File: src/rtl/sh_rx.sv
// sh_rx: serial frame receiver.
// Samples s_in on bit_en strobes and recognises start / W data bits (LSB first) /
// [even parity] / stop framing. The received word is presented on a valid/ready slot.
// Optional feature macro: SH_RX_PARITY_EN (adds a PARITY state and perr checking).
module sh_rx #(
  parameter int unsigned W = 4
) (
  input  logic         clk,
  input  logic         rst_n,
  input  logic         bit_en,
  input  logic         s_in,
  output logic [W-1:0] q,
  output logic         valid,
  input  logic         ready,
  output logic         ferr,
  output logic         ovf,
  output logic         perr
);

  localparam int unsigned CW = (W > 1) ? $clog2(W) : 1;

  typedef enum logic [1:0] {
    IDLE   = 2'd0,
    DATA   = 2'd1,
    PARITY = 2'd2,
    STOP   = 2'd3
  } state_t;

  state_t          r_state;
  logic [CW-1:0]   r_cnt;
  logic [W-1:0]    r_shreg;
  logic [W-1:0]    r_q;
  logic            r_valid;
  logic            r_ferr;
  logic            r_ovf;
`ifdef SH_RX_PARITY_EN
  logic            r_pbad;
  logic            r_perr;
`endif

  logic [W-1:0]    w_shift;
  logic            w_last;
  logic            w_slot_free;

  // Next shift-register value: new bit enters at the MSB, so bits land LSB-first
  assign w_shift     = W'({s_in, r_shreg} >> 1);
  assign w_last      = (r_cnt == CW'(W - 1));
  assign w_slot_free = !r_valid || ready;

  // Frame FSM, output slot and one-cycle error pulses
  always_ff @(posedge clk) begin
    if (!rst_n) begin
      r_state <= IDLE;
      r_cnt   <= '0;
      r_shreg <= '0;
      r_q     <= '0;
      r_valid <= 1'b0;
      r_ferr  <= 1'b0;
      r_ovf   <= 1'b0;
`ifdef SH_RX_PARITY_EN
      r_pbad  <= 1'b0;
      r_perr  <= 1'b0;
`endif
    end else begin
      // Pulses last exactly one clock regardless of strobe spacing
      r_ferr <= 1'b0;
      r_ovf  <= 1'b0;
`ifdef SH_RX_PARITY_EN
      r_perr <= 1'b0;
`endif
      // Consumer handshake runs every edge; a load below overrides the clear
      if (r_valid && ready) begin
        r_valid <= 1'b0;
      end

      if (bit_en) begin
        case (r_state)
          IDLE: begin
            if (!s_in) begin
              r_state <= DATA;
              r_cnt   <= '0;
            end
          end
          DATA: begin
            r_shreg <= w_shift;
            r_cnt   <= r_cnt + CW'(1);
            if (w_last) begin
`ifdef SH_RX_PARITY_EN
              r_state <= PARITY;
`else
              r_state <= STOP;
`endif
            end
          end
`ifdef SH_RX_PARITY_EN
          PARITY: begin
            r_pbad  <= s_in ^ (^r_shreg);
            r_state <= STOP;
          end
`endif
          STOP: begin
            r_state <= IDLE;
            if (!s_in) begin
              r_ferr <= 1'b1;
`ifdef SH_RX_PARITY_EN
            end else if (r_pbad) begin
              r_perr <= 1'b1;
`endif
            end else if (w_slot_free) begin
              r_q     <= r_shreg;
              r_valid <= 1'b1;
            end else begin
              r_ovf <= 1'b1;
            end
          end
          default: begin
            r_state <= IDLE;
          end
        endcase
      end
    end
  end

  assign q     = r_q;
  assign valid = r_valid;
  assign ferr  = r_ferr;
  assign ovf   = r_ovf;
`ifdef SH_RX_PARITY_EN
  assign perr  = r_perr;
`else
  assign perr  = 1'b0;
`endif

endmodule

File: config.mk
export PLATFORM = sky130hd
export DESIGN_NAME = sh_rx
export DESIGN_NICKNAME = d
export VERILOG_FILES = /design/src/rtl/sh_rx.sv
export SDC_FILE = /design/constraint.sdc
export NUM_CORES = 1
export LEC_CHECK = 0
export ABC_AREA = 1
export CAP_MARGIN = 20
export CORE_AREA = 3 3 40 42
export DETAILED_ROUTE_END_ITERATION = 16
export DIE_AREA = 0 0 43 45
export GPL_TIMING_DRIVEN = 0
export PLACE_DENSITY = 0.72
export SKIP_CTS_REPAIR_TIMING = 1
export SYNTH_ARGS = -nofsm -noshare
export SYNTH_HDL_FRONTEND = slang
export SYNTH_SLANG_ARGS = --single-unit
File: constraint.sdc
create_clock -name clk -period 2 [get_ports clk]
set_clock_uncertainty 0.1 [all_clocks]
set_input_delay 0.5 -clock clk [delete_from_list [all_inputs] [get_ports clk]]
set_output_delay 0.5 -clock clk [all_outputs]
set_load 0.01 [all_outputs]
==> impl_metrics.py <==
metrics = {
    "worst_setup_path": {
        "path_cells": "clkdlybuf4s50_1",
        "slowest_delay_ns": 0.54,
        "critPathRequiredTime_ns": 1.40,
        "end_kind": "primary output",
        "cp_slowest_cell": "clkdlybuf4s50_1",
        "cp.arrival_ns": 1.17,
        "crit_fanout": 2,
        "cp.buffers_inverters": 1,
        "path_delay_family": "buffers and inverters",
        "rr_worst_depth": 5,
        "crit_type": "register to primary output",
        "cp-start-kind": "register",
        "crit_cells": 1,
    },
    "route": {
        "first_iter_violations": 7,
        "wl_per_cell_um": 10.13,
        "routed_wl_um": 1124,
        "postRouteAntennaNets": 0,
        "routed-via-count": 529,
        "via_per_inst": 4.766,
        "first_pass_iters": 4,
        "drc_errors": 0,
    },
    "synth": {
        "yosys_warnings": 0,
        "synth_cell_type_count": 15,
        "synth_area_um2": 606.8,
        "syn_inst": 81,
        "ys_ff_latch": 15,
        "synth_fp_nets": 87,
        "ys_seq_area_share_pct": 49.48,
        "syn_area_per_cell_um2": 7.492,
    },
    "clocking": {
        "cts_tree": "built",
        "ctsRootBufferMaster": "clkbuf_4",
        "cts.sinks": 15,
        "cts_max_path_buffers": 2,
        "clock_latency_ns": 0.28,
        "cts_buffers": 3,
        "clk_pin_slew_ns": 0.09,
        "cts.htree.levels": 1,
    },
    "sta": {
        "finalCritPeriodShare_pct": 88.34,
        "drv_slew": 0,
        "finalHoldViolations": 0,
        "rsz0062_at_grt": "no",
        "setup_tns_ns": 0,
        "setup_viol": 0,
        "fin_crit_ns": 1.767,
        "setup_ws_ns": 0.2332,
        "clock.fmax_ghz": 0.5660,
    },
    "pwr": {
        "internal_power_w": 0.0003943,
        "power_leakage_nw": 0.3023,
        "power_frac_clock_pct": 34.5,
        "power_frac_comb_pct": 6.6,
        "p_switching_w": 0.0001242,
        "peakVddDrop_mv": 0.3645,
        "seq_power_share_pct": 58.8,
        "p_sw_share_pct": 23.95,
        "power_density_nw_per_um2": 680.4,
    },
    "floorplanning": {
        "fp.dieW_um": 43,
        "die_area_um2": 1935,
        "start_util_pct": 47.22,
        "rows": 13,
        "ios": 13,
        "design.core.area_um2": 1285,
        "fp.dieH_um": 45,
    },
    "worst_hold_path": {
        "hold_depth": 1,
        "min_path_type": "register to register",
    },
    "global_route": {
        "grt_overflow_total": 0,
        "busiest_layer": "met2",
        "first_global_vias": 450,
        "grt_pass1_wl_um": 1814,
        "met3_usage_pct": 2.390,
        "met2_usage_pct": 19.76,
        "grt_util_met1_pct": 15.93,
        "grt_usage_pct": 12.48,
        "antenna_found_initial": 0,
        "grt_max_degree": 11,
    },
    "place": {
        "gp_congestion": 0.7489,
        "hpwl_um": 829.1,
        "placed_area_um2": 735.7,
        "port_buffers": 11,
        "place_ws_ns": 0.1586,
    },
    "layout": {
        "final_util_pct": 59.30,
        "layout_commonest_cell": "nand2_1",
        "final_layout_size_suffix_gt1_share_pct": 10.42,
        "syn2layout_area_growth_pct": 25.57,
        "diodes": 0,
        "post-route-cell-area_um2": 762.0,
        "mostFrequentLayoutCells": "21 x nand2_1, 15 x dfxtp_1, 12 x a21oi_1, 11 x inv_1, 11 x clkdlybuf4s50_1",
        "nets": 103,
    },
    "run_status": {
        "status": "finished clean",
    },
    "flow_run": {
        "maxCapViolCount": 0,
    },
}
-- path summary, 6_finish.rpt --
path | start | endpoint | slack, ns
hold reg to reg | r_cnt[0] | r_cnt[0] | 0.37
hold / removal | r_cnt[0] | r_cnt[0] | 0.37
setup reg to reg | r_state[0] | q[1] | 0.90
setup / recovery | q[3] | q[3] | 0.23
-- power groups by stage --
stage	combinational [W]	sequential, W	clock, W
CTS	0.0000343	0.000305	0.000181
detailed placement	0.0000341	0.000312	0
floorplan	0.0000196	0.000312	0
finish	0.0000344	0.000305	0.000179
global route	0.0000392	0.000306	0.000190
global placement	0.0000337	0.000312	0
-- cell families after synthesis --
group	synth area share, %
AO/OA/AOI/OAI	10.72
other	0.6180
buffers and inverters	9.897
adder cells (fa/ha/maj)	2.062
AND/OR/NAND/NOR	27.22
flip-flops	49.48
-- registers in the layout, summed over array words and instances, names as in the netlist --
signal and count:
r_shreg 4, r_cnt 2, q 4, valid 1
ovf 1, r_state 2, ferr 1
-- synth_stat cells, drive strengths merged --
library cell | count | area [um^2]
nor3 | 1 | 10.01
conb | 1 | 3.750
inv | 14 | 52.55
nor4 | 1 | 6.260
nor2 | 6 | 30.03
buf | 1 | 7.510
dfxtp | 15 | 300.3
ha | 1 | 12.51
o21ai | 1 | 5.000
nand3 | 7 | 40.04
a21oi | 12 | 60.06
nand2 | 21 | 78.83
-- metal layers --
layer  wire length (um)  share of wire, %
met1                537                48
met2                521                46
met3                 51               4.5
met4                 13               1.2
met5                  0                 0
-- cell type report --
class / count / area, um^2
Buffer: 1 / 7.507
Clock buffer: 4 / 26.28
Fill cell: 126 / 523.0
Inverter: 14 / 52.55
Multi-Input combinational cell: 51 / 246.5
Sequential cell: 15 / 300.3
Tap cell: 15 / 18.77
Timing Repair Buffer: 11 / 110.1
-- per-stage QoR --
stage / instances / hold WS, ns / total power [W]
floorplan: 81 / 0.3311 / 0.0003311
global placement: 107 / 0.3535 / 0.0003456
detailed placement: 107 / 0.3551 / 0.0003462
CTS: 111 / 0.3735 / 0.0005204
global route: 111 / 0.3946 / 0.0005351
finish: 111 / 0.3692 / 0.0005185
Note: power is estimated with default switching activity, not from simulation.
